$ cat src/rtl/uart_rx_cfg.sv
// Configurable UART receiver: 2-flop line synchronizer, mid-bit sampling FSM,
// optional even/odd parity, 1 or 2 stop bits, one-cycle completion pulse.
`timescale 1ns/1ps
module uart_rx_cfg #(
    parameter int unsigned CLK_CY_PER_BIT = 87,
    parameter int unsigned DATA_BITS      = 8,
    parameter int unsigned PARITY_MODE    = 1,
    parameter int unsigned STOP_BITS      = 1
) (
    input  logic                 i_clk,
    input  logic                 i_rst_n,
    input  logic                 i_Rx_Serial,
    output logic [DATA_BITS-1:0] o_Rx_Byte,
    output logic                 o_Rx_Dv,
    output logic                 o_Parity_Err,
    output logic                 o_Frame_Err,
    output logic                 o_Busy
);

    localparam int unsigned CNT_W = $clog2(CLK_CY_PER_BIT);
    localparam int unsigned BIT_W = $clog2(DATA_BITS);

    localparam logic [CNT_W-1:0] CNT_LAST  = CNT_W'(CLK_CY_PER_BIT - 1);
    localparam logic [CNT_W-1:0] CNT_HALF  = CNT_W'((CLK_CY_PER_BIT - 1) / 2);
    localparam logic [BIT_W-1:0] BIT_LAST  = BIT_W'(DATA_BITS - 1);
    localparam logic             STOP_LAST = 1'(STOP_BITS - 1);

    localparam logic [2:0] S_IDLE      = 3'd0;
    localparam logic [2:0] S_START     = 3'd1;
    localparam logic [2:0] S_DATA      = 3'd2;
    localparam logic [2:0] S_PARITY    = 3'd3;
    localparam logic [2:0] S_STOP      = 3'd4;
    localparam logic [2:0] S_WAIT_HIGH = 3'd5;

    logic                 rx_meta, rx_sync;
    logic [2:0]           state_q, state_d;
    logic [CNT_W-1:0]     cnt_q, cnt_d;
    logic [BIT_W-1:0]     bit_q, bit_d;
    logic                 stop_q, stop_d;
    logic [DATA_BITS-1:0] shreg_q, shreg_d;
    logic                 par_err_q, par_err_d;
    logic                 ferr_acc_q, ferr_acc_d;
    logic [DATA_BITS-1:0] byte_d;
    logic                 dv_d, perr_d, ferr_d, busy_d;
    logic                 cnt_last, stop_fail;

    // Line synchronizer, idles high so reset never looks like a start bit
    always_ff @(posedge i_clk or negedge i_rst_n) begin
        if (!i_rst_n) begin
            rx_meta <= 1'b1;
            rx_sync <= 1'b1;
        end else begin
            rx_meta <= i_Rx_Serial;
            rx_sync <= rx_meta;
        end
    end

    always_ff @(posedge i_clk or negedge i_rst_n) begin
        if (!i_rst_n) begin
            state_q      <= S_IDLE;
            cnt_q        <= '0;
            bit_q        <= '0;
            stop_q       <= 1'b0;
            shreg_q      <= '0;
            par_err_q    <= 1'b0;
            ferr_acc_q   <= 1'b0;
            o_Rx_Byte    <= '0;
            o_Rx_Dv      <= 1'b0;
            o_Parity_Err <= 1'b0;
            o_Frame_Err  <= 1'b0;
            o_Busy       <= 1'b0;
        end else begin
            state_q      <= state_d;
            cnt_q        <= cnt_d;
            bit_q        <= bit_d;
            stop_q       <= stop_d;
            shreg_q      <= shreg_d;
            par_err_q    <= par_err_d;
            ferr_acc_q   <= ferr_acc_d;
            o_Rx_Byte    <= byte_d;
            o_Rx_Dv      <= dv_d;
            o_Parity_Err <= perr_d;
            o_Frame_Err  <= ferr_d;
            o_Busy       <= busy_d;
        end
    end

    // Next-state and output decode; counter reloads to 0 at every sample point
    always_comb begin
        state_d    = state_q;
        cnt_d      = cnt_q;
        bit_d      = bit_q;
        stop_d     = stop_q;
        shreg_d    = shreg_q;
        par_err_d  = par_err_q;
        ferr_acc_d = ferr_acc_q;
        byte_d     = o_Rx_Byte;
        dv_d       = 1'b0;
        perr_d     = 1'b0;
        ferr_d     = 1'b0;
        cnt_last   = (cnt_q == CNT_LAST);
        stop_fail  = ferr_acc_q | ~rx_sync;

        case (state_q)
            S_IDLE: begin
                if (!rx_sync) begin
                    state_d = S_START;
                    cnt_d   = '0;
                end
            end
            S_START: begin
                if (cnt_q == CNT_HALF) begin
                    cnt_d = '0;
                    if (!rx_sync) begin
                        state_d    = S_DATA;
                        bit_d      = '0;
                        par_err_d  = 1'b0;
                        ferr_acc_d = 1'b0;
                    end else begin
                        state_d = S_IDLE;
                    end
                end else begin
                    cnt_d = cnt_q + CNT_W'(1);
                end
            end
            S_DATA: begin
                cnt_d = cnt_last ? '0 : cnt_q + CNT_W'(1);
                if (cnt_last) begin
                    shreg_d = {rx_sync, shreg_q[DATA_BITS-1:1]};
                    if (bit_q == BIT_LAST) begin
                        state_d = (PARITY_MODE != 0) ? S_PARITY : S_STOP;
                        stop_d  = 1'b0;
                    end else begin
                        bit_d = bit_q + BIT_W'(1);
                    end
                end
            end
            S_PARITY: begin
                cnt_d = cnt_last ? '0 : cnt_q + CNT_W'(1);
                if (cnt_last) begin
                    par_err_d = (PARITY_MODE == 2) ? ~(^shreg_q ^ rx_sync)
                                                   :  (^shreg_q ^ rx_sync);
                    state_d   = S_STOP;
                    stop_d    = 1'b0;
                end
            end
            S_STOP: begin
                cnt_d = cnt_last ? '0 : cnt_q + CNT_W'(1);
                if (cnt_last) begin
                    if (stop_q == STOP_LAST) begin
                        byte_d  = shreg_q;
                        dv_d    = 1'b1;
                        perr_d  = (PARITY_MODE != 0) && par_err_q;
                        ferr_d  = stop_fail;
                        state_d = stop_fail ? S_WAIT_HIGH : S_IDLE;
                    end else begin
                        ferr_acc_d = stop_fail;
                        stop_d     = 1'b1;
                    end
                end
            end
            S_WAIT_HIGH: begin
                if (rx_sync) begin
                    state_d = S_IDLE;
                end
            end
            default: begin
                state_d = S_IDLE;
            end
        endcase

        busy_d = (state_d != S_IDLE);
    end

endmodule

$ cat config.mk
export PLATFORM = sky130hd
export DESIGN_NAME = uart_rx_cfg
export DESIGN_NICKNAME = d
export VERILOG_FILES = /design/src/rtl/uart_rx_cfg.sv
export SDC_FILE = /design/constraint.sdc
export NUM_CORES = 1
export LEC_CHECK = 0
export CAP_MARGIN = 0
export CORE_ASPECT_RATIO = 0.7
export CORE_MARGIN = 5
export CORE_UTILIZATION = 57
export DETAILED_ROUTE_END_ITERATION = 8
export MAX_ROUTING_LAYER = met4
export PLACE_DENSITY = 0.85
export SKIP_LAST_GASP = 1
export SLEW_MARGIN = 15
export SYNTH_ARGS = -nofsm -noshare
export SYNTH_HDL_FRONTEND = slang
export SYNTH_SLANG_ARGS = --single-unit
$ cat constraint.sdc
create_clock -name i_clk -period 2.7 [get_ports i_clk]
set_clock_uncertainty 0.1 [all_clocks]
set_input_delay 0.54 -clock i_clk [delete_from_list [all_inputs] [get_ports i_clk]]
set_output_delay 0.54 -clock i_clk [all_outputs]
set_load 0.03 [all_outputs]
* Word level (Yosys, flattened, before mapping)
Index checks and enable logic that the tools add are counted.
** Storage, ports and cells
- Word-level logic and storage cells :: 95
- Input bits :: 3
- Register bits :: 38
- Output and inout bits :: 12
** Cells by class
- Eq/ne operators :: 17
- Muxes and demuxes :: 42
- Bitwise logic cells :: 4
- Reductions and logical operators :: 16
- Add/sub/neg operators :: 2
** Operators by type and width (count)
- two-way mux 3 bit :: 13
- two-way mux 7 bit :: 3
- case mux 7 bit (3 select lines) :: 1
- two-way mux 1 bit :: 19
- != test 2 bit (second input constant) :: 9
- case mux 3 bit (6 select lines) :: 1
- AND reduction 5 bit :: 3
- == test 3 bit (second input constant) :: 3
- nonzero test 3 bit :: 3
- parity 8 bit :: 1
- adder 7 x 1 -> 7 bit (second input constant) :: 1
- == test 7 x 6 -> 1 bit (second input constant) :: 1
- == test 7 bit (second input constant) :: 1
- == test 3 x 2 -> 1 bit (second input constant) :: 2
- case mux 3 bit (2 select lines) :: 1
- nonzero test 2 bit :: 3
- case mux 1 bit (2 select lines) :: 2
- AND reduction 2 bit :: 2
- AND reduction 4 bit :: 1
- adder 3 x 1 -> 3 bit (second input constant) :: 1
- == test 3 x 1 -> 1 bit (second input constant) :: 1
- logical NOT 3 bit :: 1
- case mux 1 bit (3 select lines) :: 1
- AND reduction 3 bit :: 1
- 5 further kinds :: 6

* Longest topological paths before layout
Gate-level depths: netlist (run 1).
- Depth after elaboration :: 7
- Depth in mapped cells :: 7
- Depth with buffers taken out :: 6

* Least setup slack after synthesis (run 1)
Ideal clock, no wire load.
- Path type :: reg2reg
- From :: reg cnt_q[0]
- To :: reg shreg_q[0]
- Period minus slack after synthesis :: 1.868 ns
- Path buffers :: 1
- Library setup time :: 0.125 ns
- Slack :: 0.832 ns
- Arrival time :: 1.644 ns
- Data required time :: 2.475 ns
- Stages on the path, launching flop included :: 8
- Path through :: dfrtp_1 -> inv_1 -> ha_1 -> and4b_1 -> buf_2 -> nand2_1 -> nor2_4 -> mux2_2
** On the way
- Word-level cells in the longest chain between the ends :: 2
** RTL lines
- from (decl) :: line 37 : logic [CNT_W-1:0] cnt_q, cnt_d;
- from (signal assigned) :: line 74 : cnt_q <= cnt_d;
- == test 7 bit :: line 101 : cnt_last = (cnt_q == CNT_LAST);
- AND reduction 2 bit (no line)
- to (signal assigned) :: line 77 : shreg_q <= shreg_d;
- to (decl) :: line 40 : logic [DATA_BITS-1:0] shreg_q, shreg_d;
Every way passes these cells.
A chain may end at the register's enable or synchronous reset.

* Worst setup path in the final report (run 1)
- From :: reg state_q[2]
- To :: reg o_Rx_Byte[5]
** On the way
- Word-level cells in the longest chain between the ends :: 2
** RTL lines
- from (decl) :: line 36 : logic [2:0] state_q, state_d;
- from (signal assigned) :: line 73 : state_q <= state_d;
- == test 3 bit :: line 104 : case (state_q)
- AND reduction 3 bit (no line)
- to (signal assigned) :: line 80 : o_Rx_Byte <= byte_d;
- to (decl) :: line 13 : output logic [DATA_BITS-1:0] o_Rx_Byte,
Every way passes these cells.

==> results of run 1 <==
-- worst max path at each step --
stage | endpoint | slack [ps]
2_1_floorplan | shreg_q[0] | 830
3_3_place_gp | o_Rx_Byte[5] | 650
3_5_place_dp | o_Rx_Byte[4] | 560
4_1_cts | o_Rx_Byte[5] | 550
5_1_grt | o_Rx_Byte[5] | 440
6_report | o_Rx_Byte[5] | 520
-- area by class of cell --
class	instances	area [sq um]
Timing Repair Buffer	15	148
Clock buffer	7	96.3
Sequential cell	37	928
Fill cell	236	1030
Clock inverter	1	5.00
Inverter	7	26.3
Tap cell	38	47.5
Multi-Input combinational cell	108	870
-- kinds of logic (layout without fill, tap and decap cells) --
logic type               after synthesis  after routing  share of synthesized area
buffers and inverters                 15             30                     0.0369
XOR/XNOR                               9              9                     0.0496
adder cells (fa/ha/maj)                4              4                     0.0268
AND/OR/NAND/NOR                       50             50                      0.164
multiplexers                          18             18                      0.121
flip-flops                            37             37                      0.497
AO/OA/AOI/OAI                         27             27                      0.104
-- registers in the layout, summed over array words and instances (netlist names), 3 cells and up --
register	cells
bit_q	3
cnt_q	7
o_Rx_Byte	8
shreg_q	8
state_q	3
-- power breakdown --
group / total (W) / switching [W] / internal (W) / leakage [nW]
Sequential: 0.000589 / 0.0000206 / 0.000568 / 0.498
Clock: 0.000420 / 0.000189 / 0.000231 / 0.0542
Combinational: 0.0000867 / 0.0000515 / 0.0000352 / 0.463
Total: 0.00110 / 0.000261 / 0.000834 / 1.02
-- stage by stage --
stage | worst slack (ps) | util | hold slack [ps]
after global placement | 646 | 0.641 | 248
final | 518 | 0.674 | 261
after CTS | 549 | 0.674 | 259
after detailed placement | 559 | 0.641 | 249
after floorplan | 832 | - | 144
after global routing | 436 | 0.674 | 269
-- cells in the final DEF (no fill, tap or decap), drive strengths merged, types with 2 or more instances in the layout --
cell           count
dfstp              2
o21ai              6
o2bb2ai            4
dfrtp             35
clkdlybuf4s50     14
and3               2
inv                7
nand3              4
nand4b             3
nor2b              2
or3b               2
nand4              3
mux2i              2
xor2               4
mux2              16
or3                4
nand2              5
a22oi              4
nand2b             4
nor3               3
xnor2              4
and2               5
ha                 4
nor2               7
clkbuf             7
o22ai              2
a31oi              3
-- critical path, cell delays in order, from the launching register on --
cell     delay, ps
dfrtp_1        550
or3b_1         430
or3_1          590
mux2_4         400
-- layer usage --
layer | track usage | share of wire | up-vias
li1 | - | - | 605
met1 | 0.277 | 0.47 | 687
met2 | 0.298 | 0.48 | 41
met3 | 0.0419 | 0.048 | 2
met4 | 0.0449 | 0.0047 | 0
met5 | - | 0 | -
==> results list, run 1 <==
- Setup violations remaining at the end of the flow were counted as 0.
- The worst hold path terminates at rx_sync.
* Via count of the first global-routing pass: 1339
* Final Critical Period: 2180 ps
- In this run the core area contains 17 standard-cell rows.
- Net Count, Synth: 167
- After detailed routing, the average wire length per cell comes to 19.0 um.
* Cells after synthesis: 160
* Final ANT Viol Nets: 0
* Placed Area: 2020 sq um
- Based on the critical path, the design can be clocked at up to 458 MHz.
- Clock-pin slew was measured on the worst setup and hold paths at 70 ps.
- First-iteration detailed-routing DRC count: 133
- Start point of the worst min-delay path: rx_meta
- Counting instances, the worst hold path has a depth of 0.
* Worst voltage drop across the vdd grid: 0.405 mV
* Post-synthesis async set-or-reset flop share: 1.00
* Tot GR Track Use: 0.198
- The count of buffers added on input and output ports is 14.
* Endpoint class of the critical path: flop
- Root buffer cell: clkbuf_8
* Proportion of netlist area held by the largest area contributor: 0.469
- Largest fanout on the critical path: 13
- Across all register-to-register paths, the minimum setup slack is 520 ps.
- Total CTS buffers: 5
- Worst reg2reg path depth: 3
- The first global-routing pass estimated 6690 um of wire.
* Largest cells by area after synthesis: dfrtp_1 47%, mux2_4 5.6%, mux2_2 5.4%, dfstp_2 2.8%, ha_1 2.7%
- Final weighted congestion of routability-driven global placement: 0.928
- The max-slew violation count was 0.
* Cell with the most instances after synthesis: dfrtp_1
- In the routed design, unresolved DRC markers number 0.
* Clock tree from TritonCTS: yes
- FF-to-FF Start: state_q[2]
- The first detailed-routing pass took 4 iterations.
- During I/O placement, the number of pins put on the boundary was 15.
- Measured against its own limit, the worst slew margin works out to 0.612.
- Synthesized cell area: 1870 sq um
- Ratio of cells with drive above 1 in the final layout: 0.171
- Count of clock tree sinks: 37
- Number of distinct library cell variants in the gate-level netlist after synthesis: 46
- Wires add up to 4040 um.
- The completed layout was analyzed and its total power is 0.00110 W.
- Setup repair after global routing missed its margin: false
* Maximum level of the CTS H-tree: 2
* Startpoint kind of the worst setup timing path: flop
* Slew @ Worst Pin: 582 ps
- At the end of the flow, the number of nets in the layout was 181.
- Total Neg Setup Slack: 0 ps
- The critical path in this run is classified as flop to flop.
- Non-filler instance count after layout: 213
- Data required time of the critical path: 2770 ps
- The core region is 3150 sq um.
- Counting flops with a built-in enable in the synthesized netlist gives 0.
- Placed Cells incl. Taps: 205
- Power spread over the standard cell area amounts to 516 nW/um^2.
* HPWL after detailed placement: 2840 um
- Total number of yosys warnings: 0
* Final period utilization: 0.808
- Die height: 57.9 um
* Run status: complete, no violations
- In the synthesized netlist the dominant register cell turns out to be dfrtp_1.
- GR Overflow Total: 0
- Number of gates given a new drive strength after cts: 0
- Summed over all cells, the static leakage comes to 1.02 nW.
- The clock passes through at most 2 buffers.
- Data on the critical path arrives at its endpoint at 2250 ps.
* Most area-hungry cell type in the Yosys netlist: dfrtp_1
* Maximum number of pins on one net before global-route repair: 38
- Tracing the worst setup path back leads to its startpoint at state_q[2].
* Post-synthesis register bit count: 37
* R2r endpoint: o_Rx_Byte[5]
* Number of vias per cell: 6.27
* Number of inserted diodes: 0
* Antenna violations before repair: 0
- In this run the worst hold path is classified as flop to flop.
- The detailed router placed 1335 vias in this run.
- Final hold violations: 0
* Proportion of synthesized chip area in sequential cells: 0.497
- Post-route cell area: 2120 sq um
- From synthesis to final layout, the design area changed by 13.6%.
- Synth cell count leaders: 35 x dfrtp_1, 9 x mux2_2, 7 x inv_1, 7 x mux2_4, 6 x nor2_1
* Count of hold-fix buffers inserted at cts: 0
- Post-CTS repair timing setup buffer count: 0
- For this configuration, the core starts out at a cell density of 0.593.
* Syn Area/Cell: 11.7 sq um
- Width of the die: 78.4 um
* Clock latency of the later-clocked register in the worst-skew pair: 280 ps
- Die Area: 4540 sq um
- Max Cap Violations: 0
Note: power is estimated with default switching activity, not from simulation.
==> inputs of run 2 (changes only) <==
clock period = 2.3 ns   (was 2.7 ns; I/O delays follow)
==> run 2 against run 1 <==
  * Worst hold slack worse by 4.1 ps
  * Combinational power is 35% higher
  * Sequential share of layout area is 0.61 points lower
  * First-iteration DRC count is 13% lower
  * Non-clock buffer count is 4 higher
  * Utilization is 0.95 points higher
  * Global-route usage hardly changed
  * Critical path type unchanged
  * Largest cell class unchanged
  * Largest power group unchanged
==> results list, run 2 (synthesis results as in run 1) <==
* Run status: complete, no violations
* Std-Cell Rows: 17
- Arrival time reported for the critical path endpoint: 2080 ps
- The largest single stage delay on the critical path is 620 ps.
- Across the whole layout, storage elements account for 928 sq um.
- The worst setup path is captured at a flop.
* GR Overflow Total: 0
- Highest-count cells in the layout ignoring fill and taps: 35 x dfrtp_1, 14 x clkdlybuf4s50_1, 9 x mux2_2
- The detail route stage leaves a number of antenna-violating nets equal to 0.
- The worst path meets setup with 292 ps of slack.
- Across the run, the number of max-cap violations was 0.
* Leading cell type in the layout, fill and taps excluded: dfrtp_1
- Slew @ Worst Pin: 545 ps
- In this run the worst path has a maximum fanout of 11.
- Routed via count: 1365
- Power density normalized to cell area: 600 nW/um^2
- Root buffer cell: clkbuf_8
* Final wirelength: 3900 um
- Maximum level of the CTS H-tree: 2
- The initial antenna violation count came to 0.
* Clock tree from TritonCTS: yes
* First-iteration detailed-routing DRC count: 116
* Total CTS buffers: 5
* Multi-input logic area: 870 sq um
- Of the cells placed in the final design, the portion with a size suffix greater than 1 is 0.190.
* Number of inserted diodes: 0
- Ports placed on the boundary: 15
- Final weighted congestion of routability-driven global placement: 0.884
- Final Critical Period: 2010 ps
- Startpoint kind of the worst setup timing path: flop
* Maximum number of pins on one net before global-route repair: 38
- Across every metal layer, demand over resource in global routing totals 0.197.
- First-pass GRT wire length: 6640 um
* Setup repair after global routing missed its margin: false
- Pre-CTS setup slack: 289 ps
* Number of vias per cell: 6.29
- Final hold violations: 0
- Critical-path cell with the highest stage delay: or3_1
- The worst setup path is of the flop to flop kind.
* Filler cells: 222
* Clock-pin slew of the registers on the worst-case setup and hold paths: 70 ps
* Post-CTS repair timing setup buffer count: 0
- Clock tree synthesis found a total of 37 sinks.
- The floorplan step defined a core boundary enclosing 3150 sq um.
- Adding up every negative setup slack in the final design gives 0 ps.
* Max Buffers Root-to-Sink: 2
- Die Area: 4540 sq um
- Maximum achievable frequency: 498 MHz
* Area overhead of the layout relative to synthesis: 15.2%
- Setup violators final: 0
- Final Max Slew Viols: 0
- Number of gates given a new drive strength after cts: 0
- Largest registers: o_Rx_Byte (8), shreg_q (8), cnt_q (7)
* Via count of the first global-routing pass: 1353
- The floorplan step set the die width to 78.4 um.
- Final period utilization: 0.873
- Counting both buffers and inverters, the worst setup path holds a total of 1.
* Class of the most critical hold timing path: flop to flop
- Leakage power: 1.04 nW
- Clock latency of the later-clocked register in the worst-skew pair: 290 ps
* Headroom to the max-slew limit: 0.637
* Pre-Repair DR Iteration Count: 4
- Critical path's top delay family: simple AND/OR/NAND/NOR gates
- For this run, the post-layout net count is 185.
* Worst voltage drop across the vdd grid: 0.354 mV
- The initial utilization of the core area, before any placement, comes to 0.593.
- HPWL after detailed placement: 2800 um
* Data required time of the critical path: 2380 ps
- The signal on the critical path passes through inv_1, ha_1, nand4b_1, or3_1, mux2_4.
- In the routed design, unresolved DRC markers number 0.
* Count of hold-fix buffers inserted at cts: 0
- In this run the vertical extent of the chip is 57.9 um.
* Port-buffer cells: 14
- After detailed routing, the average wire length per cell comes to 18.0 um.
==> run 2: metal layers <==
layer	wire, um	vias to the layer above	track usage
met1	1800	680	0.282
met3	278	11	0.0435
li1	-	617	-
met4	42	0	0.0524
met2	1780	57	0.285
met5	0	-	-
==> run 2: path summary, 6_finish.rpt <==
path	start	endpoint	slack, ps	depth (start not counted)
max	cnt_q[0]	o_Rx_Byte[5]	290	5
min	rx_meta	rx_sync	260	0
max reg2reg	cnt_q[0]	o_Rx_Byte[5]	290	5
min reg2reg	rx_meta	rx_sync	260	0
max in group asynchronous	i_rst_n	rx_sync	1280	2
min in group asynchronous	i_rst_n	cnt_q[3]	480	2
==> run 2: through the flow <==
step	total power (W)	cell area [sq um]	util	instances	hold WS [ps]
global placement	0.000803	2050	0.651	209	248
floorplan	0.000768	1870	-	160	64.4
global route	0.00134	2150	0.683	217	263
finish	0.00129	2150	0.683	217	257
CTS	0.00129	2150	0.683	217	257
detailed placement	0.000810	2050	0.651	209	247
==> run 2: final cells by class <==
cell class	instances	area share
multi-input combinational	108	0.404
inverter	7	0.0122
tap	38	0.0221
timing repair buffer	19	0.0826
clock inverter	1	0.00233
clock buffer	7	0.0448
sequential	37	0.432
==> run 2: report_power, final <==
group / switching, W / leakage [nW] / internal [W]
Sequential: 0.0000162 / 0.498 / 0.000667
Combinational: 0.0000717 / 0.483 / 0.0000455
Clock: 0.000219 / 0.0542 / 0.000271
